### config.mk
export PLATFORM = sky130hd
export DESIGN_NAME = multicycle_controller
export DESIGN_NICKNAME = d
export VERILOG_FILES = /design/src/rtl/multicycle_controller.sv
export SDC_FILE = /design/constraint.sdc
export NUM_CORES = 1
export LEC_CHECK = 0
export CAP_MARGIN = 20
export CORE_MARGIN = 5
export CORE_UTILIZATION = 30
export CTS_CLUSTER_DIAMETER = 200
export DETAILED_ROUTE_END_ITERATION = 8
export MAX_ROUTING_LAYER = met4
export PLACE_DENSITY = 0.68
export SLEW_MARGIN = 5
export SYNTH_ARGS = -nofsm -noshare
export SYNTH_HDL_FRONTEND = slang
export SYNTH_SLANG_ARGS = --single-unit
### constraint.sdc
create_clock -name clk -period 3.05 [get_ports clk]
set_input_delay 0.305 -clock clk [delete_from_list [all_inputs] [get_ports clk]]
set_output_delay 0.305 -clock clk [all_outputs]
set_load 0.01 [all_outputs]
### src/rtl/multicycle_controller.sv
// rtl/multicycle_controller.sv - RV32I multicycle control unit: main FSM, ALU decode, ImmSrc decode
module multicycle_controller #(
  parameter logic [3:0] RESET_STATE = 4'd0
) (
  input  logic       clk,
  input  logic       rst_n,
  input  logic [6:0] op,
  input  logic [2:0] funct3,
  input  logic       funct7b5,
  input  logic       Zero,
  output logic       PCWrite,
  output logic       AdrSrc,
  output logic       MemWrite,
  output logic       IRWrite,
  output logic [1:0] ResultSrc,
  output logic [1:0] ALUSrcA,
  output logic [1:0] ALUSrcB,
  output logic       RegWrite,
  output logic [2:0] ImmSrc,
  output logic [2:0] ALUControl,
  output logic       IllegalInstr
);

  typedef enum logic [3:0] {
    S_FETCH    = 4'd0,
    S_DECODE   = 4'd1,
    S_MEMADR   = 4'd2,
    S_MEMREAD  = 4'd3,
    S_MEMWB    = 4'd4,
    S_MEMWRITE = 4'd5,
    S_EXECUTER = 4'd6,
    S_EXECUTEI = 4'd7,
    S_ALUWB    = 4'd8,
    S_BRANCH   = 4'd9,
    S_JAL      = 4'd10,
    S_JALR     = 4'd11,
    S_JALRPC   = 4'd12,
    S_LUI      = 4'd13
  } state_t;

  state_t state_q, state_d;

  logic       pc_update, branch, ir_write, mem_write, reg_write;
  logic [1:0] alu_op;

  logic is_lw, is_sw, is_r, is_i, is_br, is_jal, is_jalr, is_lui, is_auipc;
  logic alu_f3_ok, br_f3_ok, legal;

  assign is_lw    = (op == 7'b0000011);
  assign is_sw    = (op == 7'b0100011);
  assign is_r     = (op == 7'b0110011);
  assign is_i     = (op == 7'b0010011);
  assign is_br    = (op == 7'b1100011);
  assign is_jal   = (op == 7'b1101111);
  assign is_jalr  = (op == 7'b1100111);
  assign is_lui   = (op == 7'b0110111);
  assign is_auipc = (op == 7'b0010111);

  assign alu_f3_ok = (funct3 == 3'b000) || (funct3 == 3'b010) ||
                     (funct3 == 3'b110) || (funct3 == 3'b111);
  assign br_f3_ok  = (funct3 == 3'b000) || (funct3 == 3'b001);
  assign legal     = is_lw || is_sw || is_jal || is_jalr || is_lui || is_auipc ||
                     ((is_r || is_i) && alu_f3_ok) || (is_br && br_f3_ok);

  // State register; reset lands in FETCH regardless of where the FSM was
  always_ff @(posedge clk or negedge rst_n) begin
    if (!rst_n) state_q <= state_t'(RESET_STATE);
    else        state_q <= state_d;
  end

  // Next-state and per-state datapath controls
  always_comb begin
    state_d      = S_FETCH;
    pc_update    = 1'b0;
    branch       = 1'b0;
    ir_write     = 1'b0;
    mem_write    = 1'b0;
    reg_write    = 1'b0;
    AdrSrc       = 1'b0;
    ResultSrc    = 2'b00;
    ALUSrcA      = 2'b00;
    ALUSrcB      = 2'b00;
    alu_op       = 2'b00;
    IllegalInstr = 1'b0;
    case (state_q)
      S_FETCH: begin
        ir_write  = 1'b1;
        ALUSrcB   = 2'b10;
        ResultSrc = 2'b10;
        pc_update = 1'b1;
        state_d   = S_DECODE;
      end
      S_DECODE: begin
        ALUSrcA = 2'b01;
        ALUSrcB = 2'b01;
        if (!legal) begin
          IllegalInstr = 1'b1;
          state_d      = S_FETCH;
        end else if (is_lw || is_sw) state_d = S_MEMADR;
        else if (is_r)               state_d = S_EXECUTER;
        else if (is_i)               state_d = S_EXECUTEI;
        else if (is_br)              state_d = S_BRANCH;
        else if (is_jal)             state_d = S_JAL;
        else if (is_jalr)            state_d = S_JALR;
        else if (is_lui)             state_d = S_LUI;
        else                         state_d = S_ALUWB;
      end
      S_MEMADR: begin
        ALUSrcA = 2'b10;
        ALUSrcB = 2'b01;
        state_d = is_lw ? S_MEMREAD : S_MEMWRITE;
      end
      S_MEMREAD: begin
        AdrSrc  = 1'b1;
        state_d = S_MEMWB;
      end
      S_MEMWB: begin
        ResultSrc = 2'b01;
        reg_write = 1'b1;
      end
      S_MEMWRITE: begin
        AdrSrc    = 1'b1;
        mem_write = 1'b1;
      end
      S_EXECUTER: begin
        ALUSrcA = 2'b10;
        alu_op  = 2'b10;
        state_d = S_ALUWB;
      end
      S_EXECUTEI: begin
        ALUSrcA = 2'b10;
        ALUSrcB = 2'b01;
        alu_op  = 2'b10;
        state_d = S_ALUWB;
      end
      S_ALUWB: begin
        reg_write = 1'b1;
      end
      S_BRANCH: begin
        ALUSrcA = 2'b10;
        alu_op  = 2'b01;
        branch  = 1'b1;
      end
      S_JAL, S_JALRPC: begin
        ALUSrcA   = 2'b01;
        ALUSrcB   = 2'b10;
        pc_update = 1'b1;
        state_d   = S_ALUWB;
      end
      S_JALR: begin
        ALUSrcA = 2'b10;
        ALUSrcB = 2'b01;
        state_d = S_JALRPC;
      end
      S_LUI: begin
        ALUSrcA = 2'b11;
        ALUSrcB = 2'b01;
        state_d = S_ALUWB;
      end
      default: state_d = S_FETCH;
    endcase
  end

  // Enables are held off combinationally while reset is asserted
  assign PCWrite  = rst_n & (pc_update | (branch & (Zero ^ funct3[0])));
  assign IRWrite  = rst_n & ir_write;
  assign MemWrite = rst_n & mem_write;
  assign RegWrite = rst_n & reg_write;

  // ALU operation select from ALUOp and instruction fields
  always_comb begin
    ALUControl = 3'b000;
    case (alu_op)
      2'b01: ALUControl = 3'b001;
      2'b10: begin
        case (funct3)
          3'b000:  ALUControl = (op[5] & funct7b5) ? 3'b001 : 3'b000;
          3'b010:  ALUControl = 3'b101;
          3'b110:  ALUControl = 3'b011;
          3'b111:  ALUControl = 3'b010;
          default: ALUControl = 3'b000;
        endcase
      end
      default: ALUControl = 3'b000;
    endcase
  end

  // Immediate format follows the opcode in every state
  always_comb begin
    ImmSrc = 3'b000;
    if (is_sw)                 ImmSrc = 3'b001;
    else if (is_br)            ImmSrc = 3'b010;
    else if (is_jal)           ImmSrc = 3'b011;
    else if (is_lui || is_auipc) ImmSrc = 3'b100;
  end

endmodule

==> out/results.ini <==
[global_routing]
grt_pass1_vias = 789
grt_pass1_wl_um = 3350
grt_usage = 0.127
antenna_found_initial = 0
grt_max_degree = 16
overflow = 0

[timing]
slew_headroom = 0.660
hold_slack_ps = 301
final.setup.tns_ps = 0
rsz0062_at_grt = no
setup_violations = 0
tightestPinTransition_ps = 510
fin_crit_sh = 0.868
final.min_clock_period_ps = 2650
fmax_mhz = 378
hold_viol = 0
skew_ps = 6.52
slew_violations = 0

[synthesis]
synthSimpleGateAreaFrac = 0.427
yosysUniqueCellTypes = 38
synth_top_family_by_area = simple AND/OR/NAND/NOR gates
synthMuxAreaShare = 0
synth_top_flop_cell = dfrtp_1
synth-compound-area-share = 0.234
yosysTopAreaCell = dfrtp_1
synth_top_cell_area_share = 0.140
syn_nets = 116
synth-seq-cells = 4
synthTopCellsByArea = dfrtp_1, nor2_1, nand2_1, xor2_1, nor2b_1
avgSynthCellArea_um2 = 7.16
synth_cells = 100
yosysWarnings = 0
post_synth_xor_area_fraction = 0.0857
async_reset_ff_frac = 1.00
synth-seq-area-share = 0.140
syn_area_um2 = 716
synth_edf_count = 0
synthAdderAreaFrac = 0.0350

[power_and_ir_drop]
p_total_uw = 409
p_per_area_nw_per_um2 = 387
vdd_drop_max_mv = 0.179
leakage_uw = 0.000443

[final_layout]
top_register = state_q
drive_above_1_share = 0.131
reg_top3 = state_q: 4 flops
area_growth_pct = 47.7
antenna_cells = 0
fin_nets = 148
fillers = 249
largest_register_ffs = 4

[worst_setup_path]
r2r-start = state_q[1]
crit_required_ps = 2740
critPathLaunchType = flip-flop
path_max_fanout = 11
crit_family = simple AND/OR/NAND/NOR gates
path_cells = nor2b_1, nand2_1, inv_1, ha_1, nor3b_1, nor2_1, nor2_1, clkdlybuf4s50_1
arrival_ps = 2340
crit_path_frequent_cell = nor2_1
reg2reg_setup_slack_ps = 1480
timing.critical_path.buf_inv = 2
max_stage_delay_ps = 590
crit_path_end_kind = primary output
r2r-end = state_q[1]
slowest_stage = dfrtp_1
reg2reg_depth = 3
path_class = flip-flop to primary output

[routing]
drtIter0Drc = 14
ant_nets = 0
routed.top_layer = met4
drc = 0
firstDrtPassIters = 4
wl_met3_um = 146
post_drt_wl_per_cell_um = 12.5
wl_met2_um = 884
wl_met1_um = 903
vias = 789
via_per_inst = 4.99
drt_wl_total_um = 1970

[cts]
cts_setup_buffers = 0
hold_buffers = 0
clkSinkCount = 4
htreeDepth = 1
cts_buffers = 3
clock_path_buffers = 2
clkLatencyLatePin_ps = 250
clk_pin_slew_ps = 40
cts_resized = 0
cts_root_buffer = clkbuf_4
cts_tree = done

[placed_design]
portBuffers = 31
hpwl_um = 1560
gp_congestion = 0.857

[die]
die_area_um2 = 3460
rows = 17
die_y_um = 58.8
die_w_um = 58.8
start_util = 0.317
boundaryPins = 32
core_um2 = 2250

[flow_run]
cap_violations = 0

[min_path]
hold_class = primary input to async pin

[status]
status = completed

-- through the flow --
step,area (um2),util,worst slack [ps],instances
3_3_place_gp,1030,0.459,497,155
6_report,1060,0.469,402,158
5_1_grt,1060,0.469,192,158
4_1_cts,1060,0.469,395,158
3_5_place_dp,1030,0.459,474,155
2_1_floorplan,716,-,1330,100
-- synthesized netlist by cell type (2+ instances only) --
cell type	instances
nor2_1	13
nand2_1	10
o21ai_0	6
a21oi_1	5
a21boi_0	2
nor3_1	4
buf_2	3
ha_1	2
or3_1	2
xnor2_1	3
nand3_1	3
dfrtp_1	4
o31ai_1	2
and3_1	4
o21ai_2	2
a31oi_1	2
nor2b_1	5
inv_1	5
xor2_1	4
-- logic make-up (layout without fill, tap and decap cells) --
family / count (synthesis) / after routing
simple gates: 52 / 52
compound gates: 24 / 24
buf+inv: 11 / 41
xor+xnor: 7 / 7
fa+ha+maj: 2 / 2
flops: 4 / 4
-- area by class of cell --
cell class	count	area, um2	share of cell area
multi-input cells	85	559	0.529
repair buffers	32	318	0.301
flip-flops and latches	4	100	0.0947
well taps	28	35.0	0.0331
clock buffers	3	22.5	0.0213
inverters	6	22.5	0.0213
-- worst max-delay path by stage --
| stage | startpoint | to | slack (ps) | depth (start not counted) |
|---|---|---|---|---|
| 2_1_floorplan | state_q[3] | ALUControl[1] | 1330 | 6 |
| 3_3_place_gp | op[4] | IllegalInstr | 500 | 7 |
| 3_5_place_dp | op[4] | IllegalInstr | 470 | 7 |
| 4_1_cts | state_q[2] | ALUControl[0] | 390 | 8 |
| 5_1_grt | state_q[2] | ALUControl[0] | 190 | 8 |
| 6_report | state_q[2] | ALUControl[0] | 400 | 8 |
-- power breakdown --
group          internal, uW  switching [uW]
Clock                  44.3            26.6
Sequential             61.3            22.0
Combinational           135             119
-- metal layers --
layer,track usage,vias to the layer above
met5,-,-
met4,0.0809,0
met3,0.0263,3
met2,0.192,30
met1,0.151,343
li1,-,413
-- layout by cell type, fill, tap and decap left out, types with 4 or more instances in the layout --
| cell type | netlist | final |
|---|---|---|
| clkdlybuf4s50_1 | 0 | 31 |
| nor2_1 | 13 | 13 |
| nand2_1 | 10 | 10 |
| o21ai_0 | 6 | 6 |
| nor2b_1 | 5 | 5 |
| inv_1 | 5 | 5 |
| a21oi_1 | 5 | 5 |
| xor2_1 | 4 | 4 |
| nor3_1 | 4 | 4 |
| and3_1 | 4 | 4 |
| dfrtp_1 | 4 | 4 |
Power figures use the tool's default switching activity.
